### config.mk
export PLATFORM = sky130hd
export DESIGN_NAME = keypad_event_queue
export DESIGN_NICKNAME = d
export VERILOG_FILES = /design/src/rtl/keypad_pkg.sv /design/src/rtl/event_fifo.sv /design/src/rtl/keypad_event_queue.sv
export SDC_FILE = /design/constraint.sdc
export NUM_CORES = 1
export LEC_CHECK = 0
export BUFFER_PORTS_ARGS = -buffer_cell sky130_fd_sc_hd__buf_4
export CAP_MARGIN = 20
export CORE_ASPECT_RATIO = 0.75
export CORE_UTILIZATION = 25
export CTS_CLUSTER_SIZE = 14
export DETAILED_ROUTE_END_ITERATION = 6
export HOLD_SLACK_MARGIN = 0.08
export PLACE_DENSITY_LB_ADDON = 0.12
export SETUP_SLACK_MARGIN = 0.15
export SYNTH_ARGS = -nofsm -noshare
export SYNTH_HDL_FRONTEND = slang
export SYNTH_SLANG_ARGS = --single-unit
### constraint.sdc
create_clock -name clk -period 6.5 [get_ports clk]
set_input_delay 1.3 -clock clk [delete_from_list [all_inputs] [get_ports clk]]
set_output_delay 1.3 -clock clk [all_outputs]
set_load 0.02 [all_outputs]
### src/rtl/keypad_pkg.sv
// Shared definitions for the keypad event queue: FSM states, the no-key code,
// default timing values and saturating counter helpers.
package keypad_pkg;

  typedef enum logic [1:0] {
    IDLE     = 2'd0,
    DEBOUNCE = 2'd1,
    HELD     = 2'd2,
    RELEASE  = 2'd3
  } kp_state_t;

  localparam logic [7:0] NO_KEY = 8'h00;

  localparam int DEF_DEBOUNCE_MS     = 20;
  localparam int DEF_FIFO_DEPTH      = 4;
  localparam int DEF_REPEAT_DELAY_MS = 500;
  localparam int DEF_REPEAT_RATE_MS  = 100;

  function automatic logic [7:0] sat_inc8(input logic [7:0] v);
    return (v == 8'hFF) ? v : v + 8'd1;
  endfunction

  function automatic logic [15:0] sat_inc16(input logic [15:0] v);
    return (v == 16'hFFFF) ? v : v + 16'd1;
  endfunction

endpackage

### src/rtl/event_fifo.sv
// Small synchronous event queue with separate occupancy count; head is
// presented combinationally from storage.
module event_fifo #(
  parameter int WIDTH = 8,
  parameter int DEPTH = 4
) (
  input  logic             clk,
  input  logic             rst,
  input  logic             push,
  input  logic [WIDTH-1:0] din,
  input  logic             pop,
  output logic [WIDTH-1:0] dout,
  output logic             full,
  output logic             empty
);

  localparam int AW = (DEPTH > 1) ? $clog2(DEPTH) : 1;
  localparam logic [AW:0] FULL_COUNT = (AW + 1)'(DEPTH);

  logic [WIDTH-1:0] mem [DEPTH];
  logic [AW-1:0]    wr_ptr;
  logic [AW-1:0]    rd_ptr;
  logic [AW:0]      count;
  logic             do_push;
  logic             do_pop;

  assign full    = (count == FULL_COUNT);
  assign empty   = (count == {(AW + 1){1'b0}});
  assign do_pop  = pop & ~empty;
  // A full queue still accepts a push when the head leaves in the same cycle.
  assign do_push = push & (~full | do_pop);
  assign dout    = mem[rd_ptr];

  always_ff @(posedge clk) begin
    if (rst) begin
      wr_ptr <= {AW{1'b0}};
      rd_ptr <= {AW{1'b0}};
      count  <= {(AW + 1){1'b0}};
      for (int i = 0; i < DEPTH; i++) begin
        mem[i] <= {WIDTH{1'b0}};
      end
    end else begin
      if (do_push) begin
        mem[wr_ptr] <= din;
        wr_ptr      <= wr_ptr + AW'(1'b1);
      end
      if (do_pop) begin
        rd_ptr <= rd_ptr + AW'(1'b1);
      end
      case ({do_push, do_pop})
        2'b10:   count <= count + (AW + 1)'(1'b1);
        2'b01:   count <= count - (AW + 1)'(1'b1);
        default: count <= count;
      endcase
    end
  end

endmodule

### src/rtl/keypad_event_queue.sv
// Keypad debouncer feeding an event queue. Define KEYPAD_REPEAT_EN to enable
// auto-repeat of a held key.
module keypad_event_queue
  import keypad_pkg::*;
#(
  parameter int DEBOUNCE_MS     = DEF_DEBOUNCE_MS,
  parameter int FIFO_DEPTH      = DEF_FIFO_DEPTH,
  parameter int REPEAT_DELAY_MS = DEF_REPEAT_DELAY_MS,
  parameter int REPEAT_RATE_MS  = DEF_REPEAT_RATE_MS
) (
  input  logic        clk,
  input  logic        rst,
  input  logic [7:0]  keypad,
  input  logic [31:0] timer,
  output logic [7:0]  key_code,
  output logic        key_valid,
  input  logic        key_ack,
  output logic        overflow
);

  localparam logic [7:0] DB_LIMIT = 8'(DEBOUNCE_MS);

  logic [31:0] timer_q;
  logic        tick;
  logic [7:0]  sample;
  kp_state_t   state, state_nx;
  logic [7:0]  cand, cand_nx;
  logic [7:0]  cnt, cnt_nx;
  logic        fsm_push;
  logic        push;
  logic        pop;
  logic        full;
  logic        empty;

  assign tick      = (timer != timer_q);
  assign key_valid = ~empty;
  assign pop       = key_ack & key_valid;

  // Timer edge detect, keypad sample, FSM state and sticky overflow.
  always_ff @(posedge clk) begin
    if (rst) begin
      timer_q  <= timer;  // track during reset so release does not fake a tick
      sample   <= NO_KEY;
      state    <= IDLE;
      cand     <= NO_KEY;
      cnt      <= 8'd0;
      overflow <= 1'b0;
    end else begin
      timer_q  <= timer;
      sample   <= keypad;
      state    <= state_nx;
      cand     <= cand_nx;
      cnt      <= cnt_nx;
      overflow <= overflow | (push & full & ~pop);
    end
  end

  // Debounce next-state logic.
  always_comb begin
    state_nx = state;
    cand_nx  = cand;
    cnt_nx   = cnt;
    fsm_push = 1'b0;
    case (state)
      IDLE: begin
        if (sample != NO_KEY) begin
          cand_nx  = sample;
          cnt_nx   = 8'd0;
          state_nx = DEBOUNCE;
        end else begin
          state_nx = IDLE;
        end
      end
      DEBOUNCE: begin
        if (sample == NO_KEY) begin
          cnt_nx   = 8'd0;
          state_nx = IDLE;
        end else if (sample != cand) begin
          cand_nx = sample;
          cnt_nx  = 8'd0;
        end else if (tick) begin
          if (sat_inc8(cnt) == DB_LIMIT) begin
            fsm_push = 1'b1;
            cnt_nx   = 8'd0;
            state_nx = HELD;
          end else begin
            cnt_nx = sat_inc8(cnt);
          end
        end else begin
          cnt_nx = cnt;
        end
      end
      HELD: begin
        if (sample != cand) begin
          cnt_nx   = 8'd0;
          state_nx = RELEASE;
        end else begin
          state_nx = HELD;
        end
      end
      RELEASE: begin
        if (sample == cand) begin
          state_nx = HELD;
        end else if (tick) begin
          if (sat_inc8(cnt) == DB_LIMIT) begin
            cnt_nx   = 8'd0;
            state_nx = IDLE;
          end else begin
            cnt_nx = sat_inc8(cnt);
          end
        end else begin
          cnt_nx = cnt;
        end
      end
      default: begin
        state_nx = IDLE;
        cnt_nx   = 8'd0;
      end
    endcase
  end

`ifdef KEYPAD_REPEAT_EN
  localparam logic [15:0] REP_DELAY = 16'(REPEAT_DELAY_MS);
  localparam logic [15:0] REP_RATE  = 16'(REPEAT_RATE_MS);

  logic [15:0] rep_cnt, rep_cnt_nx;
  logic        rep_first, rep_first_nx;
  logic        rep_push;

  // Repeat timer runs only while the accepted code stays held; anything else rearms it.
  always_comb begin
    rep_cnt_nx   = 16'd0;
    rep_first_nx = 1'b1;
    rep_push     = 1'b0;
    if ((state == HELD) && (sample == cand)) begin
      rep_first_nx = rep_first;
      if (tick) begin
        if (sat_inc16(rep_cnt) == (rep_first ? REP_DELAY : REP_RATE)) begin
          rep_push     = 1'b1;
          rep_cnt_nx   = 16'd0;
          rep_first_nx = 1'b0;
        end else begin
          rep_cnt_nx = sat_inc16(rep_cnt);
        end
      end else begin
        rep_cnt_nx = rep_cnt;
      end
    end else begin
      rep_cnt_nx   = 16'd0;
      rep_first_nx = 1'b1;
    end
  end

  // Repeat timer registers.
  always_ff @(posedge clk) begin
    if (rst) begin
      rep_cnt   <= 16'd0;
      rep_first <= 1'b1;
    end else begin
      rep_cnt   <= rep_cnt_nx;
      rep_first <= rep_first_nx;
    end
  end

  assign push = fsm_push | rep_push;
`else
  logic [31:0] unused_repeat_cfg;
  assign unused_repeat_cfg = 32'(REPEAT_DELAY_MS) ^ 32'(REPEAT_RATE_MS);
  assign push = fsm_push;
`endif

  event_fifo #(
    .WIDTH (8),
    .DEPTH (FIFO_DEPTH)
  ) u_fifo (
    .clk   (clk),
    .rst   (rst),
    .push  (push),
    .din   (cand),
    .pop   (pop),
    .dout  (key_code),
    .full  (full),
    .empty (empty)
  );

endmodule

Yosys cells after proc, flatten, opt, wreduce, memory -nomap -nowiden:

Memory sizes are Yosys's and may differ from the RTL's. A register that Yosys moved wholly into a read port is not among the register bits.
Index checks and enable logic that the tools add are counted.

* input bits: 43
* flip-flop bits (word level): 66
* logic and storage cells: 95
* bits in writable memories: 32
* memories kept: 1

* eq/ne operators: 21
* add/sub/neg operators: 5
* reductions and logical operators: 10
* bitwise logic cells: 10
* mux-type cells: 39

Memories
* u_fifo.mem: depth 4, width 8, read ports 1, clocked after memory_dff 1, wr ports 4, line event_fifo.sv:20 `logic [WIDTH-1:0] mem [DEPTH];`

Operators by type and width (number)
* 2-to-1 mux 8 bit: 12
* != test 32 bit: 1
* one-hot mux 8 bit (4 select lines): 1
* 2-to-1 mux 2 bit: 10
* one-hot mux 8 bit (2 select lines): 1
* != test 3 bit (second input constant): 5
* 2-to-1 mux 1 bit: 13
* != test 2 bit (second input constant): 5
* adder 8 x 1 -> 8 bit (second input constant): 1
* == test 8 x 5 -> 1 bit (second input constant): 1
* == test 8 bit: 1
* == test 8 bit (second input constant): 1
* zero test 8 bit: 1
* != test 8 bit: 1
* one-hot mux 2 bit (4 select lines): 1
* nonzero test 8 bit: 1
* OR reduction 8 bit: 1
* == test 2 bit (second input constant): 3
* one-hot mux 3 bit (2 select lines): 1
* bitwise AND 1 bit: 5
* AND reduction 5 bit: 1
* adder 2 x 1 -> 2 bit (second input constant): 2
* == test 2 x 1 -> 1 bit (second input constant): 2
* AND reduction 4 bit: 1
* 9 further kinds: 13

Longest topological paths before layout:

* word-level depth: 14
* depth in mapped cells: 10

By module:

From an unflattened synthesis, not the netlist that was laid out.

* cells, all modules: 351
* area total of the unflattened synthesis: 4236.6 um^2

Modules (own cells, without submodules)
* keypad_event_queue: instances 1, sequential area each 1181.1 um^2, cells each 220, area each 2383.5 um^2
* event_fifo: instances 1, sequential area each 1141.1 um^2, cells each 131, area each 1853.0 um^2

Worst setup path after synthesis:

OpenSTA, ideal clock, no wires.

* kind: in2reg
* start: in timer[10]
* end: reg u_fifo.count[2]
* stages: 9
* data arrival time: 3.363 ns
* setup slack: 3.013 ns
* cell sequence: xor2_1 -> nor4_1 -> nand4_1 -> o211ai_4 -> o21a_1 -> inv_1 -> fa_1 -> mux2i_1 -> mux2_1

* cells in the longest elaborated chain, start to end: 8

RTL lines
* from (decl): line keypad_event_queue.sv:14 `input logic [31:0] timer,`
* != test 32 bit (*): line keypad_event_queue.sv:35 `assign tick = (timer != timer_q);`
* 2-to-1 mux 1 bit (*): line keypad_event_queue.sv:81 `end else if (tick) begin`
* 2-to-1 mux 1 bit (*): line keypad_event_queue.sv:78 `end else if (sample != cand) begin`
* 2-to-1 mux 1 bit (*): line keypad_event_queue.sv:75 `if (sample == NO_KEY) begin`
* 2-to-1 mux 1 bit (*): line keypad_event_queue.sv:64 `case (state)`
* bitwise AND 1 bit (*): line event_fifo.sv:31 `assign do_push = push & (~full | do_pop);`
* == test 2 x 1 -> 1 bit or == test 2 bit (tied branches): line event_fifo.sv:50 `case ({do_push, do_pop})`
* one-hot mux 3 bit (2 select lines) or nonzero test 2 bit (tied branches)
* to (signal assigned): line event_fifo.sv:51 `2'b10: count <= count + (AW + 1)'(1'b1);`
* to (signal assigned): line event_fifo.sv:52 `2'b01: count <= count - (AW + 1)'(1'b1);`
* to (signal assigned): line event_fifo.sv:53 `default: count <= count;`
* to (decl): line event_fifo.sv:23 `logic [AW:0] count;`

Every way passes the cells marked *; elsewhere a longest branch is shown, timed or not.
A chain may end at the register's enable or synchronous reset.

Final worst setup path:

Same ends and word-level chain as after synthesis.

==> flow_summary.ini <==
[clocking]
clock-root-buffer = clkbuf_16
post_cts_buffers = 0
cts-resized-gates = 0
cts-htree-levels = 3
clk_latency_ns = 0.35
clock_sinks = 100
cts-hold-fix-buffers = 0
clock_path_buffers = 2
cts_tree = done
path_clk_slew_ns = 0.07
numCtsBuffers = 9

[logic_synthesis]
async_reset_ff_share_pct = 0
synth_fp_nets = 393
ys.flop_type = dfxtp_1
ys_seq_area_share_pct = 57.3
synth.area.top_cells = dfxtp_1 34%, edfxtp_1 24%, xor2_1 9.1%
avgSynthCellArea_um2 = 11.6
syn_area_um2 = 4050
synthDistinctLibCells = 51
synth-edff-count = 32
ys_warn_count = 0
synthCells = 348
synth_top_cell_by_area = dfxtp_1
synth_seq_cells = 100
synth_top_area_share_pct = 33.6

[setup_path]
worstPathMaxFanout = 9
cp.arrival_ns = 3.88
max_stage_delay_ns = 0.42
cp-start-kind = input pin
crit_type = in2reg
cp-end-kind = register
crit_required_ns = 6.74
path_cells = buf_4 > xor2_1 > nor4_1 > nand4_1 > o211ai_4 > o21a_1 > inv_1 > fa_1 > mux2i_1 > mux2_1
slowest_stage = o211ai_4

[route]
drt_first_pass_iters = 4
drtAntennaViolNets = 0
wl_um = 8610
via_per_inst = 4.24
wire_per_inst_um = 14.0
num_vias = 2607
route.detailed.drc = 0
drtIter0Drc = 129

[finish]
drive_above_1_share_pct = 22.0
final_cell_mix = 68 x dfxtp_1, 54 x buf_4, 45 x nor2_1
seq_area_um2 = 2320
finalNetCount = 450
diodes = 0
finish.utilization_pct = 32.0
syn2layout_area_growth_pct = 22.5
mostFrequentLayoutCell = dfxtp_1
fill_cells = 1586
multi_input_area_um2 = 1640

[floorplanning]
die_w_um = 149
start_util_pct = 26.1
die_h_um = 112
rows = 39
core_area_um2 = 15500
die_area_um2 = 16700
io_pins = 53

[grt]
overflow = 0
grt_pass1_wl_um = 14200
grt_max_degree = 31
grt_pass1_vias = 2699
track_usage_pct = 11.3
grt_antenna_before_repair = 0

[sta]
setup_ws_ns = 2.85
post-route-period-util_pct = 56.1
relSlewSlack_pct = 34.4
period_needed_ns = 3.65
setup_tns_ns = 0
worstMarginPinSlew_ns = 0.978
fin_skew_ns = 0.00900
setup_viol = 0
rsz0062_at_grt = no
hold_viol_final = 0
fmax_mhz = 274
report.final.slew_viol_count = 0

[pwr]
leakagePower_nw = 1.97
powerDensity_nw_per_um2 = 298
finalPower_mw = 1.48
vdd_drop_max_mv = 0.114

[placement]
gp_congestion = 0.770
hpwl_um = 6220
pre_cts_slack_ns = 2.38
port_buffers = 52

[hold_path]
worstHoldPathType = reg2reg

[flow_run]
drv_cap = 0

[run_status]
run_status = finished, final reports clean
==> cell usage after synthesis, types with 5 or more instances <==
library cell / n
xor2_1: 42
inv_1: 17
nor2_1: 45
xnor2_1: 5
mux4_2: 8
nand3_1: 5
dfxtp_1: 68
o21ai_0: 7
a21oi_1: 6
nor2b_1: 8
nor4_1: 10
and2_1: 9
mux2i_1: 10
edfxtp_1: 32
nand2_1: 18
==> through the flow <==
stage | area, um2 | instances | hold slack (ns)
after detailed placement | 4680 | 599 | 0.470
after CTS | 4960 | 615 | 0.497
after global placement | 4680 | 599 | 0.452
after floorplan | 4050 | 348 | 0.455
final | 4960 | 615 | 0.503
after global routing | 4960 | 615 | 0.524
==> registers in the layout, indices dropped and copies added, names as in the netlist, named ones only <==
register,count
u_fifo.count,3
u_fifo.wr_ptr,2
u_fifo.rd_ptr,2
u_fifo.mem,32
cand,8
timer_q,32
overflow,1
state,2
cnt,8
sample,8
==> per-layer routing <==
layer  wire, um  track usage, %  part of all wire (%)
met5          0               0                     0
met1       4560            16.0                    53
met4         97            3.74                   1.1
met3        449            4.23                   5.2
met2       3500            15.6                    41
==> cell families (layout without fill, tap and decap cells) <==
kind of cell / after synthesis / in the layout / share of synthesized area (%)
compound gates: 31 / 31 / 5.71
mux: 19 / 19 / 7.19
buf+inv: 25 / 87 / 2.47
simple gates: 124 / 124 / 16.4
fa+ha+maj: 2 / 2 / 0.803
xor+xnor: 47 / 47 / 10.2
flops: 100 / 100 / 57.3
==> final cells by class <==
cell class / count / area share (%)
repair buffers: 54 / 8.17
inverters: 17 / 1.29
clock buffers: 13 / 5.27
flip-flops and latches: 100 / 46.8
clock inverters: 3 / 0.378
multi-input cells: 223 / 32.9
well taps: 205 / 5.17
==> worst paths after layout <==
path             start               end  slack [ns]  cells after the start
max reg2reg     cnt[2]  u_fifo.mem[3][1]        3.44                      6
max          timer[10]   u_fifo.count[2]        2.85                     10
min reg2reg   overflow          overflow        0.50                      1
min           overflow          overflow        0.50                      1
==> critical path: cells and delay by family <==
| family | cells | cell delay, ns |
|---|---|---|
| simple gates | 2 | 0.68 |
| compound gates | 2 | 0.68 |
| mux | 2 | 0.50 |
| fa+ha+maj | 1 | 0.38 |
| buf+inv | 2 | 0.20 |
| xor+xnor | 1 | 0.13 |
==> power by group <==
part | internal (mW) | switching, mW | total, mW | leakage (nW)
registers | 0.686 | 0.0378 | 0.723 | 0.868
logic | 0.123 | 0.120 | 0.243 | 0.960
clock network | 0.284 | 0.229 | 0.512 | 0.139
total | 1.09 | 0.387 | 1.48 | 1.97
Note: power is estimated with default switching activity, not from simulation.
